**src/rtl/req_arbiter_8.sv**
```systemverilog
// -----------------------------------------------------------------------------
// req_arbiter_8
//
// Purpose:
//   Shares one resource among 8 requesters. A two-state grant FSM (IDLE/BUSY)
//   registers the grant, holds it until the owner signals done, drops its
//   request, or the hold counter expires. No preemption: higher-priority
//   requests wait until the current owner is released. Each release is
//   followed by one dead cycle before the next owner is granted.
//
//   Default policy is fixed priority: req[7] is highest, req[0] is lowest.
//   Defining the macro ROUND_ROBIN_EN adds a last-owner pointer. Arbitration
//   then starts searching one index below the last owner and descends with
//   wrap-around, so the most recent owner has the lowest priority.
//
// Parameters:
//   MAX_HOLD  maximum consecutive BUSY cycles per grant (0 = no timeout)
//   CNT_W     hold counter width, 2**CNT_W > MAX_HOLD
//
// Ports:
//   clk        in   system clock, rising edge
//   rst        in   asynchronous active-high reset
//   req[7:0]   in   level-sensitive request lines
//   done       in   current owner finished (only looked at in BUSY)
//   gnt[7:0]   out  registered one-hot grant, zero when there is no owner
//   gnt_id     out  registered binary owner index, zero when not valid
//   gnt_valid  out  high while a grant is held
//   timeout    out  one-cycle pulse after a grant is revoked by the counter
// -----------------------------------------------------------------------------
module req_arbiter_8 #(
    parameter int MAX_HOLD = 15,
    parameter int CNT_W    = 4
) (
    input  logic       clk,
    input  logic       rst,
    input  logic [7:0] req,
    input  logic       done,
    output logic [7:0] gnt,
    output logic [2:0] gnt_id,
    output logic       gnt_valid,
    output logic       timeout
);

    typedef enum logic {
        IDLE = 1'b0,
        BUSY = 1'b1
    } state_t;

    // Counter value in the last BUSY cycle a grant is allowed to last.
    localparam logic [CNT_W-1:0] HOLD_LAST = CNT_W'((MAX_HOLD == 0) ? 0 : MAX_HOLD - 1);
    localparam bit               HOLD_EN   = (MAX_HOLD != 0);

    state_t           state_q, state_d;
    logic [7:0]       gnt_q, gnt_d;
    logic [2:0]       gnt_id_q, gnt_id_d;
    logic             gnt_valid_q, gnt_valid_d;
    logic             timeout_q, timeout_d;
    logic [CNT_W-1:0] cnt_q, cnt_d;
    logic [2:0]       win_id;

`ifdef ROUND_ROBIN_EN
    logic [2:0]       last_id_q, last_id_d;
    logic [2:0]       search_start;
    logic [2:0]       cand;
    logic             found;

    // Descend from one below the last owner, wrapping 0 -> 7; the first
    // asserted request wins. After reset last_id is 0, so the search starts
    // at 7, which matches fixed priority.
    always_comb begin
        win_id       = '0;
        found        = 1'b0;
        cand         = '0;
        search_start = last_id_q - 3'd1;
        for (int k = 0; k < 8; k++) begin
            cand = search_start - 3'(k);
            if (!found && req[cand]) begin
                win_id = cand;
                found  = 1'b1;
            end
        end
    end
`else
    // Fixed priority: the loop ascends, so the highest set index wins.
    always_comb begin
        win_id = '0;
        for (int i = 0; i < 8; i++) begin
            if (req[i]) begin
                win_id = 3'(i);
            end
        end
    end
`endif

    // Next-state logic. A release always lands in IDLE with every grant
    // output cleared, so arbitration only happens from IDLE. That produces
    // the dead cycle between owners, and any done or request seen in the
    // same cycle as the release is handled as "release first, then arbitrate".
    always_comb begin
        state_d     = state_q;
        gnt_d       = gnt_q;
        gnt_id_d    = gnt_id_q;
        gnt_valid_d = gnt_valid_q;
        timeout_d   = 1'b0;
        cnt_d       = cnt_q;
`ifdef ROUND_ROBIN_EN
        last_id_d   = last_id_q;
`endif
        unique case (state_q)
            IDLE: begin
                gnt_d       = '0;
                gnt_id_d    = '0;
                gnt_valid_d = 1'b0;
                cnt_d       = '0;
                if (|req) begin
                    state_d     = BUSY;
                    gnt_d       = 8'b0000_0001 << win_id;
                    gnt_id_d    = win_id;
                    gnt_valid_d = 1'b1;
`ifdef ROUND_ROBIN_EN
                    last_id_d   = win_id;
`endif
                end
            end
            BUSY: begin
                if (done || !req[gnt_id_q] || (HOLD_EN && (cnt_q == HOLD_LAST))) begin
                    state_d     = IDLE;
                    gnt_d       = '0;
                    gnt_id_d    = '0;
                    gnt_valid_d = 1'b0;
                    cnt_d       = '0;
                    // Flag a timeout only when the counter alone forced the release.
                    timeout_d   = !done && req[gnt_id_q];
                end else begin
                    cnt_d = cnt_q + 1'b1;
                end
            end
            default: begin
                state_d = IDLE;
            end
        endcase
    end

    // State and output registers; reset clears everything asynchronously,
    // so an aborted grant vanishes without a timeout pulse.
    always_ff @(posedge clk or posedge rst) begin
        if (rst) begin
            state_q     <= IDLE;
            gnt_q       <= '0;
            gnt_id_q    <= '0;
            gnt_valid_q <= 1'b0;
            timeout_q   <= 1'b0;
            cnt_q       <= '0;
`ifdef ROUND_ROBIN_EN
            last_id_q   <= '0;
`endif
        end else begin
            state_q     <= state_d;
            gnt_q       <= gnt_d;
            gnt_id_q    <= gnt_id_d;
            gnt_valid_q <= gnt_valid_d;
            timeout_q   <= timeout_d;
            cnt_q       <= cnt_d;
`ifdef ROUND_ROBIN_EN
            last_id_q   <= last_id_d;
`endif
        end
    end

    assign gnt       = gnt_q;
    assign gnt_id    = gnt_id_q;
    assign gnt_valid = gnt_valid_q;
    assign timeout   = timeout_q;

endmodule

```
**config.mk**
```make
export PLATFORM = sky130hd
export DESIGN_NAME = req_arbiter_8
export DESIGN_NICKNAME = d
export VERILOG_FILES = /design/src/rtl/req_arbiter_8.sv
export SDC_FILE = /design/constraint.sdc
export NUM_CORES = 1
export LEC_CHECK = 0
export CAP_MARGIN = 0
export CORE_MARGIN = 2
export CORE_UTILIZATION = 45
export CTS_BUF_LIST = sky130_fd_sc_hd__clkbuf_8 sky130_fd_sc_hd__clkbuf_16
export DETAILED_ROUTE_END_ITERATION = 10
export PLACE_DENSITY = 0.75
export SYNTH_ARGS = -nofsm -noshare
export SYNTH_HDL_FRONTEND = slang
export SYNTH_SLANG_ARGS = --single-unit
```
**constraint.sdc**
```tcl
create_clock -name clk -period 3.6 [get_ports clk]
set_input_delay 0.36 -clock clk [delete_from_list [all_inputs] [get_ports clk]]
set_output_delay 0.36 -clock clk [all_outputs]
set_load 0.1 [all_outputs]
```
== Word level (Yosys, flattened, before mapping) ==
Cells that the tools add are included.

* Memories kept: 0
* Register bits after elaboration: 18
* Output and inout bits: 13
* Memory bits (read-only): 0
* RAM bits: 0
* Bits in latches: 0
* Word-level logic and storage cells: 42
* Input bits: 11

* Add/sub/neg operators: 1
* $lt $le $gt $ge: 1
* Divide/modulo/power cells: 0
* Eq/ne operators: 2
* Bitwise gates (word level): 1
* Shifts and indexed selects: 1
* Reductions and logical operators: 6
* Muxes and demuxes: 24
* Multipliers: 0

{| class="wikitable"
|+ Operator list
! kind !! count
|-
| two-way mux 3 bit || 7
|-
| two-way mux 8 bit || 2
|-
| one-hot mux 8 bit (2 select lines) || 1
|-
| one-hot mux 4 bit (2 select lines) || 1
|-
| OR reduction 8 bit || 1
|-
| << shifter 1 x 3 -> 8 bit, first input constant || 1
|-
| two-way mux 1 bit || 7
|-
| one-hot mux 3 bit (2 select lines) || 1
|-
| adder 4 x 1 -> 4 bit, second input constant || 1
|-
| == test 4 bit, second input constant || 1
|-
| < comparator 3 x 4 -> 1 bit, second input constant || 1
|-
| two-way mux 4 bit || 1
|-
| one-hot mux 1 bit (2 select lines) || 2
|-
| binary-select mux 1 bit (select 3 bit) || 1
|-
| zero test 1 bit || 2
|-
| logical OR 1 bit || 2
|-
| two-way mux 2 bit || 1
|-
| inequality test 2 x 1 -> 1 bit, second input constant || 1
|-
| logical AND 1 bit || 1
|-
| inverter 1 bit || 1
|}

== Depth between registers and ports, before layout ==
Gate-level depths: netlist of the first run.

* Depth after elaboration: 10
* Gate-level depth with buffers: 8
* Mapped depth without buffers: 6

== Worst setup path after synthesis of the first run ==
Ideal clock, no wire load.

* Path kind: reg2reg
* Start: register gnt_id_q[0] (netlist: gnt_id[0])
* End: register gnt_q[0] (netlist: gnt[0])
* Buffers on the path: 3
* Arrival time: 2.040 ns
* Setup time: 0.123 ns
* Setup slack: 1.437 ns
* Required time: 3.477 ns
* Cell stages (with the launch flop): 8
* Cell sequence: dfrtp_1 > buf_6 > mux2i_1 > a211oi_1 > and3_1 > buf_6 > buf_6 > a32o_1

* Cells in the longest elaborated chain, start to end: 6

{| class="wikitable"
|+ RTL lines
! what !! line !! RTL
|-
| from (decl) || 55 || <nowiki>logic [2:0] gnt_id_q, gnt_id_d;</nowiki>
|-
| from (signal assigned) || 160 || <nowiki>gnt_id_q <= gnt_id_d;</nowiki>
|-
| binary-select mux 1 bit (select 3 bit) || 126 || <nowiki>if (done || !req[gnt_id_q] || (HOLD_EN && (cnt_q == HOLD_LAST))) begin</nowiki>
|-
| two-way mux 1 bit (not written as such) || 126 ||
|-
| zero test 1 bit || 126 ||
|-
| logical OR 1 bit (2 in series) || 126 ||
|-
| inequality test 2 x 1 -> 1 bit (no source line) || -- ||
|-
| to (signal assigned) || 159 || <nowiki>gnt_q <= gnt_d;</nowiki>
|-
| to (decl) || 54 || <nowiki>logic [7:0] gnt_q, gnt_d;</nowiki>
|}

Every way passes these cells. The select of a mux whose other input is x is not followed.
A chain may end at the register's enable or synchronous reset.

== Final worst setup path of the first run ==
* Start: register gnt_id_q[0] (netlist: gnt_id[0])
* End: output gnt_id[0]

{| class="wikitable"
|+ RTL lines
! what !! line !! RTL
|-
| to (decl) || 39 || <nowiki>output logic [2:0] gnt_id,</nowiki>
|}

No word-level cell between the ends.

==> run_results.csv, run 1 <==
group,metric,value,unit
run_status,status,"finished clean",
logic_synthesis,synth_top_flop_cell,"dfrtp_1",
clock_network,root_buffer,"clkbuf_8",
logic_synthesis,ys_async_sr_fraction,100,%
critical_path,cp.required,3.24,ns
floorplan,die_width,48.6,µm
logic_synthesis,synth_top_cell_by_area,"dfrtp_1",
cells_and_area,final_area,0.00118,mm²
clock_network,post_cts_resize_count,0,
cells_and_area,antenna_cells,0,
logic_synthesis,ys_ff_latch,18,
routing,wire_per_inst,13.7,µm
global_routing,grt_max_degree,19,
cells_and_area,fin_cells,130,
routing,drc,0,
logic_synthesis,synth-warning-count,0,
pwr,peakVddDrop,0.000584,V
sta,hold_violations,0,
placed_design,dpl_cell_area,0.00112,mm²
critical_path,start_kind,"register",
sta,whs,0.498,ns
logic_synthesis,synthTopCellsByCount,"dfrtp_1 (18), inv_1 (5), nor2_1 (5)",
cells_and_area,syn_to_final_growth,31.9,%
global_routing,grt_pass1_vias,710,
sta,fin_crit_sh,64.2,%
pwr,p_leak,0.528,nW
routing,dr.pass1.iters,4,
cells_and_area,post_route_cells_drive_above_1_share,5.83,%
sta,slew_headroom,35.3,%
placed_design,gp_congestion,0.825,
global_routing,track_usage,17.4,%
sta,maxSlewViolCount,0,
routing,viasPerCell,5.29,
global_routing,grt_pass1_wl,3130,µm
placed_design,portBuffers,23,
cells_and_area,final_net_count,117,
sta,worst_pin_slew,0.967,ns
clock_network,cts_made_buffers,3,
sta,post-route-min-period,2.31,ns
routing,postRouteAntennaNets,0,
cells_and_area,nFillCells,173,
logic_synthesis,synth_cell_types,30,
critical_path,reg2reg_from,"cnt_q[0]",
flow_run,cap_violations,0,
critical_path,critPathTopFamily,"buffers and inverters",
sta,finClkSkew,0.00314,ns
critical_path,r2r_cells,6,
clock_network,cts.sinks,18,
sta,rsz0062_at_grt,"false",
critical_path,rr_endpoint,"gnt_id[1]",
routing,wl,1780,µm
placed_design,dp.cells,126,
floorplan,io_pins,24,
logic_synthesis,syn_inst,79,
logic_synthesis,synth.most_common_cell,"dfrtp_1",
clock_network,clk-insertion-delay-late,0.25,ns
clock_network,clk_pin_slew,0.07,ns
floorplan,die_y,48.6,µm
routing,drtIter0Drc,23,
sta,setup_violations,0,
logic_synthesis,ys_top_cells_by_area,"dfrtp_1 (50%), a32o_1 (4.5%), a22o_1 (3.9%), buf_6 (3.8%), mux2i_1 (3.4%)",
placed_design,dp.final_hpwl,1310,µm
critical_path,critical_path_class,"register to output pin",
floorplan,die_area,0.00236,mm²
critical_path,slowest_stage,"clkdlybuf4s50_1",
sta,clock.fmax,0.432,GHz
clock_network,h-tree-depth,1,
pwr,p_total,0.000938,W
floorplan,floorplan.rows,16,
critical_path,crit_chain,"clkdlybuf4s50_1",
critical_path,path_buf_inv,1,
critical_path,reg2reg_slack,1.78,ns
logic_synthesis,avgSynthCellArea,11.3,µm²
logic_synthesis,yosysSeqAreaShare,50.4,%
clock_network,postCtsSetupBuffers,0,
floorplan,core,0.00192,mm²
critical_path,arrival,1.95,ns
clock_network,cts_tree,"done",
logic_synthesis,synth_top_area_share,50.4,%
logic_synthesis,synth_nets,92,
critical_path,cp-end-kind,"output pin",
routing,vias,688,
floorplan,start_util,46.5,%
logic_synthesis,synth_edf_count,0,
pwr,p_per_area,796,mW/mm²
clock_network,cts_hold_buffers,0,
clock_network,clockBufferDepth,2,
logic_synthesis,netlist_area,893,µm²
critical_path,cpPeakStageDelay,1.19,ns
global_routing,antenna_found_initial,0,
critical_path,cp_max_fo,7,
sta,tns,0,ns
hold_path,hp-class,"input pin to asynchronous set/reset pin",
global_routing,grt.overflow.total,0,
worst max path at each step:
stage / from / endpoint / cells after the start
6_report: gnt_id[0] / gnt_id[0] / 1
5_1_grt: gnt_id[0] / gnt_id[0] / 1
4_1_cts: gnt_id[0] / gnt_id[0] / 1
3_5_place_dp: req[5] / gnt_id[1] / 5
3_3_place_gp: req[5] / gnt[6] / 5
2_1_floorplan: gnt_id[0] / gnt[0] / 7
kinds of logic after synthesis:
| kind of cell | synth area share (%) |
|---|---|
| xor gates and xnor gates | 1.96 |
| and+or+nand+nor | 14.8 |
| buffers and inverters | 5.88 |
| adders and majority gates | 2.80 |
| DFF | 50.4 |
| AOI/OAI and AO/OA | 20.7 |
| muxes | 3.36 |
area by class of cell:
class | instances | area, µm² | share of cell area, %
Sequential cell | 18 | 450 | 38.2
Multi-Input combinational cell | 53 | 390 | 33.1
Timing Repair Buffer | 23 | 230 | 19.5
Clock buffer | 4 | 55.1 | 4.67
Tap cell | 27 | 33.8 | 2.87
Inverter | 5 | 18.8 | 1.59
flip-flops by register name, indices dropped and copies added (netlist names):
signal     cells
gnt            8
cnt_q          4
gnt_id         3
gnt_valid      1
state_q        1
timeout        1
cell usage in the layout, fill, tap and decap left out:
cell	n
o2111ai_1	1
xnor2_1	1
and2_1	3
xor2_1	1
nand3_1	1
or2_1	1
nand2b_1	1
a21o_1	2
a22oi_1	1
nor3b_1	1
nor4_2	1
clkbuf_8	4
clkdlybuf4s50_1	23
nor4_1	1
and3_1	2
inv_1	5
and4_1	1
o31ai_1	2
ha_1	2
a211oi_1	1
a21oi_1	4
dfrtp_1	18
a22o_1	4
a32o_1	4
o21ba_2	1
o2bb2ai_1	2
o31a_1	1
nand2_1	3
nor2_1	5
mux2i_1	3
nor2b_1	3
routing by layer:
layer | global-route usage [%] | vias up | routed length [µm] | share of wire [%]
met5 | 0 | - | 0 | 0
met2 | 28.0 | 21 | 763 | 43
met1 | 21.4 | 321 | 881 | 50
li1 | - | 342 | - | -
met3 | 5.86 | 4 | 101 | 5.7
met4 | 7.14 | 0 | 29 | 1.6
where the power goes:
| part | leakage [nW] | internal [W] | switching [W] |
|---|---|---|---|
| logic | 0.262 | 0.000131 | 0.000342 |
| clock network | 0.0288 | 0.0000971 | 0.0000656 |
| registers | 0.238 | 0.000247 | 0.0000546 |
| total | 0.528 | 0.000476 | 0.000462 |
through the flow:
stage	setup slack, ns	util (%)
after floorplan	1.44	-
final	1.29	61.3
after detailed placement	1.43	58.5
after global placement	1.51	58.5
after CTS	1.27	61.3
after global routing	1.23	61.3
(Power assumes the default switching activity.)
==> run 2, diff against run 1 <==
--- a/config.mk
+++ b/config.mk
@@ -7,10 +7,10 @@
 export LEC_CHECK = 0
 export CAP_MARGIN = 0
 export CORE_MARGIN = 2
-export CORE_UTILIZATION = 45
+export CORE_UTILIZATION = 42
 export CTS_BUF_LIST = sky130_fd_sc_hd__clkbuf_8 sky130_fd_sc_hd__clkbuf_16
 export DETAILED_ROUTE_END_ITERATION = 10
-export PLACE_DENSITY = 0.75
+export PLACE_DENSITY = 0.74
 export SYNTH_ARGS = -nofsm -noshare
 export SYNTH_HDL_FRONTEND = slang
 export SYNTH_SLANG_ARGS = --single-unit
==> constraint.sdc (replaced) <==
create_clock -name clk -period 2.05 [get_ports clk]
set_input_delay 0.205 -clock clk [delete_from_list [all_inputs] [get_ports clk]]
set_output_delay 0.205 -clock clk [all_outputs]
set_load 0.1 [all_outputs]
==> run 2 against run 1 <==
Net effect: core utilization decreased by 2.7 points; sequential power grew 78%; clock-buffer cell count did not move; worst hold slack lost 0.15 ns; wire length grew 13%; highest routed layer unchanged; worst setup slack got worse by 0.86 ns; sequential share of layout area is 0.64 points higher; critical path type is now input pin to register; register-to-register slack got worse by 1.3 ns; die area rose by 6.5%.
==> run_results.csv, run 2 (same netlist as run 1, synthesis figures left out) <==
group,metric,value,unit
global_routing,grt_pass1_wl,3270,µm
floorplan,io_pins,24,
sta,tns,0,ns
clock_network,h-tree-depth,1,
clock_network,cts_made_buffers,3,
sta,whs,0.345,ns
placed_design,dp.final_hpwl,1490,µm
cells_and_area,fin_cells,132,
routing,wire_per_inst,15.3,µm
routing,drtIter0Drc,15,
critical_path,arrival,1.78,ns
sta,clock.fmax,0.615,GHz
floorplan,die_area,0.00251,mm²
clock_network,cts_hold_buffers,0,
global_routing,antenna_found_initial,0,
clock_network,clk_pin_slew,0.07,ns
sta,fin_crit_sh,79.3,%
cells_and_area,post_route_cells_drive_above_1_share,21.0,%
cells_and_area,antenna_cells,0,
floorplan,die_width,50.1,µm
clock_network,root_buffer,"clkbuf_8",
routing,wl,2010,µm
pwr,p_total,0.00168,W
cells_and_area,nFillCells,176,
critical_path,cp.required,2.20,ns
placed_design,dp.cells,128,
global_routing,track_usage,17.9,%
clock_network,cts.sinks,18,
critical_path,crit_chain,"clkdlybuf4s50_1 -> mux2i_1 -> a211oi_1 -> and3_1 -> buf_4 -> a22o_1",
critical_path,start_kind,"input pin",
cells_and_area,final_cell_mix,"dfrtp_1 (17), buf_4 (15), clkdlybuf4s50_1 (10), inv_1 (5), nor2_1 (5)",
placed_design,gp_congestion,0.770,
cells_and_area,fin_util,58.6,%
global_routing,grt_pass1_vias,713,
clock_network,cts_tree,"done",
clock_network,clk-insertion-delay-late,0.26,ns
critical_path,cpPeakStageDelay,0.53,ns
sta,setup_violations,0,
critical_path,path_buf_inv,2,
routing,dr.pass1.iters,4,
sta,finClkSkew,0.00414,ns
global_routing,grt_max_degree,19,
sta,hold_violations,0,
cells_and_area,syn_to_final_growth,30.1,%
critical_path,critPathTopFamily,"buffers and inverters",
run_status,status,"finished clean",
clock_network,clockBufferDepth,2,
global_routing,grt.overflow.total,0,
cells_and_area,final_net_count,119,
placed_design,portBuffers,23,
hold_path,hp-class,"input pin to asynchronous set/reset pin",
floorplan,core,0.00198,mm²
pwr,peakVddDrop,0.00107,V
routing,vias,738,
sta,worst_pin_slew,0.681,ns
flow_run,cap_violations,0,
critical_path,critical_path_class,"input pin to register",
clock_network,post_cts_resize_count,0,
clock_network,postCtsSetupBuffers,0,
critical_path,cp-end-kind,"register",
pwr,p_per_area,1440,mW/mm²
cells_and_area,final_common_cell,"dfrtp_1",
routing,drc,0,
floorplan,start_util,45.1,%
floorplan,floorplan.rows,16,
sta,rsz0062_at_grt,"false",
routing,postRouteAntennaNets,0,
floorplan,die_y,50.1,µm
sta,slew_headroom,54.6,%
sta,maxSlewViolCount,0,
cells_and_area,largest_reg_flops,8,
routing,viasPerCell,5.59,
critical_path,slowest_stage,"clkdlybuf4s50_1",
pwr,p_leak,0.559,nW
sta,post-route-min-period,1.63,ns
critical_path,cp_max_fo,8,
-- run 2: cell types whose count changed in the layout (fill, tap and decap cells not counted), sizes merged --
| cell | change |
|---|---|
| clkdlybuf4s50 | -13 |
| buf | +15 |
-- run 2: worst paths after layout --
path / start / end / slack (ns) / cells past startpoint
setup / recovery: req[5] / gnt_id[0] / 0.42 / 6
hold reg to reg: gnt_valid / gnt_valid / 0.49 / 1
min in group clk: gnt_valid / gnt_valid / 0.49 / 1
hold / removal: rst / state_q / 0.34 / 2
setup reg to reg: gnt_id[0] / gnt_id[0] / 0.44 / 5
max in group asynchronous: rst / gnt_id[0] / 1.23 / 2
-- run 2: final cells by class --
cell class	count	area, µm²	share of cell area [%]
Inverter	5	18.8	1.61
Sequential cell	18	452	38.9
Multi-Input combinational cell	53	390	33.6
Tap cell	27	33.8	2.91
Timing Repair Buffer	25	213	18.3
Clock buffer	4	55.1	4.74
-- run 2: power by group --
part,internal (W),switching (W)
sequential,0.000437,0.000103
combinational,0.000229,0.000615
clock,0.000171,0.000124
total,0.000837,0.000842
-- run 2: through the flow --
| step | setup WS (ns) | instance area (µm²) |
|---|---|---|
| after CTS | 0.475 | 1160 |
| after detailed placement | 0.211 | 1110 |
| after global placement | 0.274 | 1110 |
| after floorplan | 0.0241 | 895 |
| final | 0.424 | 1160 |
| after global routing | 0.302 | 1160 |
-- run 2: routing by layer --
metal / vias to the layer above / track usage [%] / share of wire [%]
met5: - / 0 / 0
met4: 0 / 13.0 / 3.4
met3: 7 / 2.73 / 8.1
met2: 37 / 25.7 / 44
met1: 351 / 24.2 / 45
li1: 343 / - / -
